### config.mk
export PLATFORM = sky130hd
export DESIGN_NAME = m68k_device_mux_flat
export DESIGN_NICKNAME = d
export VERILOG_FILES = /design/src/rtl/m68k_device_mux_if.sv /design/src/rtl/m68k_device_mux.sv /design/src/flat_wrapper.sv
export SDC_FILE = /design/constraint.sdc
export NUM_CORES = 1
export LEC_CHECK = 0
export CORE_ASPECT_RATIO = 0.5
export CORE_UTILIZATION = 30
export DETAILED_ROUTE_END_ITERATION = 12
export GPL_ROUTABILITY_DRIVEN = 0
export GPL_TIMING_DRIVEN = 1
export PLACE_DENSITY_LB_ADDON = 0.12
export SYNTH_ARGS = -nofsm -noshare
export SYNTH_HDL_FRONTEND = slang
export SYNTH_SLANG_ARGS = --single-unit
### constraint.sdc
create_clock -name clk -period 3.95 [get_ports clk]
set_input_delay 1.185 -clock clk [delete_from_list [all_inputs] [get_ports clk]]
set_output_delay 1.185 -clock clk [all_outputs]
set_load 0.1 [all_outputs]
### src/rtl/m68k_device_mux_if.sv
// Bus bundle between the 68000-style master, the device mux and its three slaves.
// The mux takes the 'slave' view (it answers the CPU); the environment takes 'master'.
interface m68k_device_mux_if;
  logic [15:0] master_write;
  logic [15:0] master_read;
  logic [31:0] master_addr;
  logic        master_uds;
  logic        master_lds;
  logic        master_ack;

  logic [15:0] slave1_write, slave2_write, slave3_write;
  logic [15:0] slave1_read, slave2_read, slave3_read;
  logic [23:0] slave1_addr;
  logic [7:0]  slave2_addr, slave3_addr;
  logic        slave1_uds, slave2_uds, slave3_uds;
  logic        slave1_lds, slave2_lds, slave3_lds;
  logic        slave1_ack, slave2_ack, slave3_ack;

  modport slave (
    input  master_write, master_addr, master_uds, master_lds,
    output master_read, master_ack,
    output slave1_write, slave2_write, slave3_write,
    input  slave1_read, slave2_read, slave3_read,
    output slave1_addr, slave2_addr, slave3_addr,
    output slave1_uds, slave2_uds, slave3_uds,
    output slave1_lds, slave2_lds, slave3_lds,
    input  slave1_ack, slave2_ack, slave3_ack
  );

  modport master (
    output master_write, master_addr, master_uds, master_lds,
    input  master_read, master_ack,
    input  slave1_write, slave2_write, slave3_write,
    output slave1_read, slave2_read, slave3_read,
    input  slave1_addr, slave2_addr, slave3_addr,
    input  slave1_uds, slave2_uds, slave3_uds,
    input  slave1_lds, slave2_lds, slave3_lds,
    output slave1_ack, slave2_ack, slave3_ack
  );
endinterface

### src/rtl/m68k_device_mux.sv
// Address decode and ack/data routing from one 68000 master to SRAM, UART and LED slaves.
// Slave path is zero-latency; unmapped or silent slaves are terminated internally (0xFFFF).
module m68k_device_mux #(
  parameter int TIMEOUT = 255
) (
  input logic              clk,
  input logic              reset_n,
  m68k_device_mux_if.slave bus
);
  localparam int CW = $clog2(TIMEOUT + 1);

  // reset_n keeps its legacy name but is active-high
  logic rst;
  assign rst = reset_n;

  logic          active;
  logic          sel1, sel2, sel3, unmapped;
  logic          sel_ack;
  logic          ack_int;
  logic [CW-1:0] wait_cnt;
  logic          unused_hi;

  assign unused_hi = &{1'b0, bus.master_addr[31:24]};

  assign active   = bus.master_uds | bus.master_lds;
  assign sel1     = (bus.master_addr[23:20] != 4'hF);
  assign sel2     = (bus.master_addr[23:8] == 16'hF000);
  assign sel3     = (bus.master_addr[23:8] == 16'hF001);
  assign unmapped = ~(sel1 | sel2 | sel3);

  assign sel_ack = (sel1 & bus.slave1_ack) | (sel2 & bus.slave2_ack) | (sel3 & bus.slave3_ack);

  assign bus.slave1_addr  = bus.master_addr[23:0];
  assign bus.slave2_addr  = bus.master_addr[7:0];
  assign bus.slave3_addr  = bus.master_addr[7:0];
  assign bus.slave1_write = bus.master_write;
  assign bus.slave2_write = bus.master_write;
  assign bus.slave3_write = bus.master_write;

  assign bus.slave1_uds = sel1 & bus.master_uds;
  assign bus.slave1_lds = sel1 & bus.master_lds;
  assign bus.slave2_uds = sel2 & bus.master_uds;
  assign bus.slave2_lds = sel2 & bus.master_lds;
  assign bus.slave3_uds = sel3 & bus.master_uds;
  assign bus.slave3_lds = sel3 & bus.master_lds;

  always_comb begin
    bus.master_read = 16'hFFFF;
    if (!ack_int) begin
      if (sel1)      bus.master_read = bus.slave1_read;
      else if (sel2) bus.master_read = bus.slave2_read;
      else if (sel3) bus.master_read = bus.slave3_read;
    end
  end

  // ack_int only counts inside an active cycle, so a stale register cannot leak out
  assign bus.master_ack = ~rst & active & (sel_ack | ack_int);

  always_ff @(posedge clk or posedge rst) begin
    if (rst) begin
      ack_int  <= 1'b0;
      wait_cnt <= '0;
    end else if (!active) begin
      ack_int  <= 1'b0;
      wait_cnt <= '0;
    end else if (unmapped) begin
      ack_int <= 1'b1;
    end else if (sel_ack) begin
      wait_cnt <= '0;
    end else if (wait_cnt == CW'(TIMEOUT)) begin
      ack_int <= 1'b1;
    end else begin
      wait_cnt <= wait_cnt + 1'b1;
    end
  end
endmodule

### src/flat_wrapper.sv
// flat-port wrapper written by rule: the top's interface ports become plain ports
module m68k_device_mux_flat 
#(
  parameter int TIMEOUT = 255
)
  (clk, reset_n, bus_master_write, bus_master_addr, bus_master_uds, bus_master_lds, bus_master_read, bus_master_ack, bus_slave1_write, bus_slave2_write, bus_slave3_write, bus_slave1_read, bus_slave2_read, bus_slave3_read, bus_slave1_addr, bus_slave2_addr, bus_slave3_addr, bus_slave1_uds, bus_slave2_uds, bus_slave3_uds, bus_slave1_lds, bus_slave2_lds, bus_slave3_lds, bus_slave1_ack, bus_slave2_ack, bus_slave3_ack);
  m68k_device_mux_if bus_i ();
  input logic clk;
  input logic reset_n;
  input wire logic [$bits(bus_i.master_write)-1:0] bus_master_write;
  input wire logic [$bits(bus_i.master_addr)-1:0] bus_master_addr;
  input wire logic [$bits(bus_i.master_uds)-1:0] bus_master_uds;
  input wire logic [$bits(bus_i.master_lds)-1:0] bus_master_lds;
  output wire logic [$bits(bus_i.master_read)-1:0] bus_master_read;
  output wire logic [$bits(bus_i.master_ack)-1:0] bus_master_ack;
  output wire logic [$bits(bus_i.slave1_write)-1:0] bus_slave1_write;
  output wire logic [$bits(bus_i.slave2_write)-1:0] bus_slave2_write;
  output wire logic [$bits(bus_i.slave3_write)-1:0] bus_slave3_write;
  input wire logic [$bits(bus_i.slave1_read)-1:0] bus_slave1_read;
  input wire logic [$bits(bus_i.slave2_read)-1:0] bus_slave2_read;
  input wire logic [$bits(bus_i.slave3_read)-1:0] bus_slave3_read;
  output wire logic [$bits(bus_i.slave1_addr)-1:0] bus_slave1_addr;
  output wire logic [$bits(bus_i.slave2_addr)-1:0] bus_slave2_addr;
  output wire logic [$bits(bus_i.slave3_addr)-1:0] bus_slave3_addr;
  output wire logic [$bits(bus_i.slave1_uds)-1:0] bus_slave1_uds;
  output wire logic [$bits(bus_i.slave2_uds)-1:0] bus_slave2_uds;
  output wire logic [$bits(bus_i.slave3_uds)-1:0] bus_slave3_uds;
  output wire logic [$bits(bus_i.slave1_lds)-1:0] bus_slave1_lds;
  output wire logic [$bits(bus_i.slave2_lds)-1:0] bus_slave2_lds;
  output wire logic [$bits(bus_i.slave3_lds)-1:0] bus_slave3_lds;
  input wire logic [$bits(bus_i.slave1_ack)-1:0] bus_slave1_ack;
  input wire logic [$bits(bus_i.slave2_ack)-1:0] bus_slave2_ack;
  input wire logic [$bits(bus_i.slave3_ack)-1:0] bus_slave3_ack;
  assign bus_i.master_write = bus_master_write;
  assign bus_i.master_addr = bus_master_addr;
  assign bus_i.master_uds = bus_master_uds;
  assign bus_i.master_lds = bus_master_lds;
  assign bus_master_read = bus_i.master_read;
  assign bus_master_ack = bus_i.master_ack;
  assign bus_slave1_write = bus_i.slave1_write;
  assign bus_slave2_write = bus_i.slave2_write;
  assign bus_slave3_write = bus_i.slave3_write;
  assign bus_i.slave1_read = bus_slave1_read;
  assign bus_i.slave2_read = bus_slave2_read;
  assign bus_i.slave3_read = bus_slave3_read;
  assign bus_slave1_addr = bus_i.slave1_addr;
  assign bus_slave2_addr = bus_i.slave2_addr;
  assign bus_slave3_addr = bus_i.slave3_addr;
  assign bus_slave1_uds = bus_i.slave1_uds;
  assign bus_slave2_uds = bus_i.slave2_uds;
  assign bus_slave3_uds = bus_i.slave3_uds;
  assign bus_slave1_lds = bus_i.slave1_lds;
  assign bus_slave2_lds = bus_i.slave2_lds;
  assign bus_slave3_lds = bus_i.slave3_lds;
  assign bus_i.slave1_ack = bus_slave1_ack;
  assign bus_i.slave2_ack = bus_slave2_ack;
  assign bus_i.slave3_ack = bus_slave3_ack;
  m68k_device_mux #(.TIMEOUT(TIMEOUT)) u_core (.clk(clk), .reset_n(reset_n), .bus(bus_i));
endmodule
==> summary.md <==
The run finished, with violations left. The checks that failed: DRC. The worst setup path is captured at an output port.

The worst hold path begins at u_core.wait_cnt[0]. Summed over all nets, the switching power comes to 0.3485 mW. For the non-filler instance count after layout, the log shows 346. TritonCTS built the clock tree. The initial core utilization was 32.24%. In the final layout, the share of cells above drive strength 1 is 32.60%. Of all cell types, the one taking the most synthesized area is buf_4.

The Yosys step of the flow raised 0 warnings. In this run the tightest slew margin relative to its limit is 57.02%. The run gives 334 as the post-synth net total. Entering global routing, the biggest net connects 39 pins. The path depth of the worst reg2reg path is 5. The via count of the first global-routing pass is 1631, and the final hold violation count is 0. Ranked by total cell area, the synthesized netlist is headed by buf_4 36%, dfrtp_1 12%, mux2i_1 9.9%.

In the finished design, the share of the clock period the worst path needs comes to 98.96%. Setup repair after global routing left no endpoint under its margin. Summing all placed instances gives a cell area of 2873 um2. Final hold analysis gives a worst-case slack of 0.5008 ns. The synthesized area per cell was 7.932 um2. Global routing used 17.45% of the available tracks. The first global-routing pass estimated 8.859 mm of wire. The run gives 0 as the count of final max-slew check failures.

The longest individual stage delay on the worst path was 0.54 ns; the total CTS buffers was 3. The iteration-0 DRC count of the detailed router was 94; the initial antenna violation count was 0. The number of cells on the worst hold path is 1. Clock-pin slew reported for the worst setup and hold paths after clock tree synthesis: 0.04 ns. Wires add up to 5.706 mm. The tree built by TritonCTS fans out to 9 sinks. At the worst endpoint, the arrival time is 2.72 ns.

The average via count per standard cell was 4.795. The critical path's slowest cell was clkdlybuf4s50_1. In the synthesized netlist the dominant register cell turns out to be dfrtp_1. The cell that appears most often on the critical path is buf_12.

After detailed placement, the design holds a cell count of 332. Cells fill 53.94% of the core in the end. The gate count of the mapped netlist came out at 230. The clock share of power was 23.0%; the insertion delay of the later-clocked pin in the worst-skew pair was 0.24 ns. Of all flip-flops after synthesis, the portion carrying an async set or reset was 100.0%.

By count the netlist is led by 88 x buf_4, 18 x mux2i_1, 17 x a21oi_1. The setup path with the least slack is of type in -> out. Of the post-synthesis cell area, the dominant cell type holds 36.21%. Worst min-delay path class: reg -> reg. The worst setup slack for register-to-register paths is 2.22 ns. The tools report the reg-to-reg critical path startpoint as u_core.wait_cnt[0]. The maximum clock insertion buffer count was 2. Post-layout minimum cycle time: 3.909 ns. The count of flip-flops with a built-in enable after synthesis works out to 0. The share of the Yosys chip area taken by registers is 12.35%. The placement row count came out at 19. Yosys instantiated no cell more often than buf_4. The transition time at the pin with the least slew margin is 0.6447 ns, and the peak ir drop on the vdd network is 131.6 uV. The cell area that synthesis handed to floorplanning was 1824 um2. The vertical extent of the die was 57.14 um. The worst setup path is launched from an input pin. The maximum fanout along the worst path is 18. The die outline area is 6416 um2, and the number of top-level pins is 214. The clock skew was 0.0008050 ns. The tools report the via count as 1659. The worst hold path terminates at u_core.wait_cnt[0].

CTS placed an instance of clkbuf_16 at the clock tree root. Count of final setup violators: 0. Of the total power, the share spent switching nets is 44.07%. The startpoint of the worst setup timing path is bus_master_addr[8]. The portion of total power attributed to combinational logic is 63.7%. From synthesis to final layout, the design area changed by 67.28%. Summed over all layers, the global routing overflow is 0. The design draws 0.7907 mW. Buffers placed on the I/O ports in this run total 109. In this run the remaining antenna-violating nets after routing total 0.

The endpoint identified for the worst register-to-register timing path is u_core.wait_cnt[2]. The number of design rule violations left after detail routing is 6, and the H-tree level count is 1. The estimated wirelength of the detail-placed design is 4.740 mm. The finished layout cell area is 3052 um2. The first detailed-routing pass took 8 iterations. In this run the power density over the cells is 259.1 nW/um2. At the worst endpoint, the required time is 2.76 ns. The width of the chip was 112.3 um. The tools report the proportion of power drawn by flip-flops and latches as 13.2%. The number of flip-flops and latches in the synthesized netlist is 9, and the core outline area is 5658 um2.

The maximum clock rate is 255.8 MHz. The netlist uses 38 different library cells. The critical path goes through clkdlybuf4s50_1, buf_12, mux2_4, nand3_1, a211oi_4, buf_12.

Diode insertion count for antenna repair: 0. The number of maximum-capacitance violations is 0, and the number of nets in the layout is 378. The tools report the leakage power total as 1.379 nW. The internal portion of the total power is 0.4422 mW. Dividing the detail-routed wire length by the instance count gives 16.49 um.
[metrics by stage]
step | TNS (ns) | setup slack [ns]
CTS | -0.001141 | -0.001141
global placement | -6.164 | -0.3383
finish | 0 | 0.04105
global route | 0 | 0.001770
detailed placement | -6.415 | -0.3399
floorplan | -0.1406 | -0.1406
[layer usage]
layer	part of all wire [%]	wire [um]	global-route usage (%)
met5	0	0	0
met4	1.1	62	6.286
met3	6.0	342	3.932
met2	53	3009	32.03
met1	40	2291	20.38
[critical path, delay by kind of cell]
| family | cells | cell delay (ns) |
|---|---|---|
| buffers and inverters | 3 | 0.94 |
| AOI/OAI and AO/OA | 1 | 0.27 |
| and+or+nand+nor | 1 | 0.11 |
| muxes | 1 | 0.20 |
[cells by family after synthesis]
kind of cell,after synthesis,share of synthesized area [%]
flip-flops,9,12.35
multiplexers,19,10.70
AND/OR/NAND/NOR,44,14.82
buffers and inverters,108,41.08
adder cells (fa/ha/maj),1,0.6858
AO/OA/AOI/OAI,49,20.37
[power groups by stage]
stage               clock [mW]  sequential, mW  combinational [mW]
finish                   0.182           0.105               0.504
global route             0.189           0.106               0.520
CTS                      0.185           0.105               0.506
detailed placement           0           0.106               0.504
global placement             0           0.106               0.500
floorplan                    0          0.0996               0.634
[timing repair]
action,CTS,global route
endpoints found under the setup margin,21,19
hold buffers,0,0
pin swaps,20,4
gates cloned,0,0
buffers inserted,7,3
resized for setup,17,1
[cells in the final DEF, fill, tap and decap left out, types with 4 or more instances in the layout]
cell type         n
nand2_1           7
buf_4            26
a211o_1          16
o221ai_1          4
dlygate4sd2_1    10
a21oi_1          17
nand3_1          12
mux2i_1          18
clkdlybuf4s50_1  59
buf_12           41
dfrtp_1           9
inv_1             8
[state kept, by name (all words and copies together) (netlist names)]
name	flops
u_core.ack_int	1
u_core.wait_cnt	8
[layout make-up]
type                            count  area [um2]
Clock buffer                        4       78.83
Fill cell                         502        2606
Inverter                            8       30.03
Multi-Input combinational cell    113       897.1
Sequential cell                     9       225.2
Tap cell                           73       91.34
Timing Repair Buffer              139        1729
[worst max path at each step]
stage                                to  slack [ns]  depth (start not counted)
floorplan                bus_master_ack       -0.14                          5
global placement     bus_master_read[8]       -0.34                          7
detailed placement  bus_master_read[13]       -0.34                          7
CTS                      bus_slave3_uds      -0.001                          7
global route             bus_master_ack       0.002                          6
finish                   bus_master_ack        0.04                          6
Note: power is estimated with default switching activity, not from simulation.
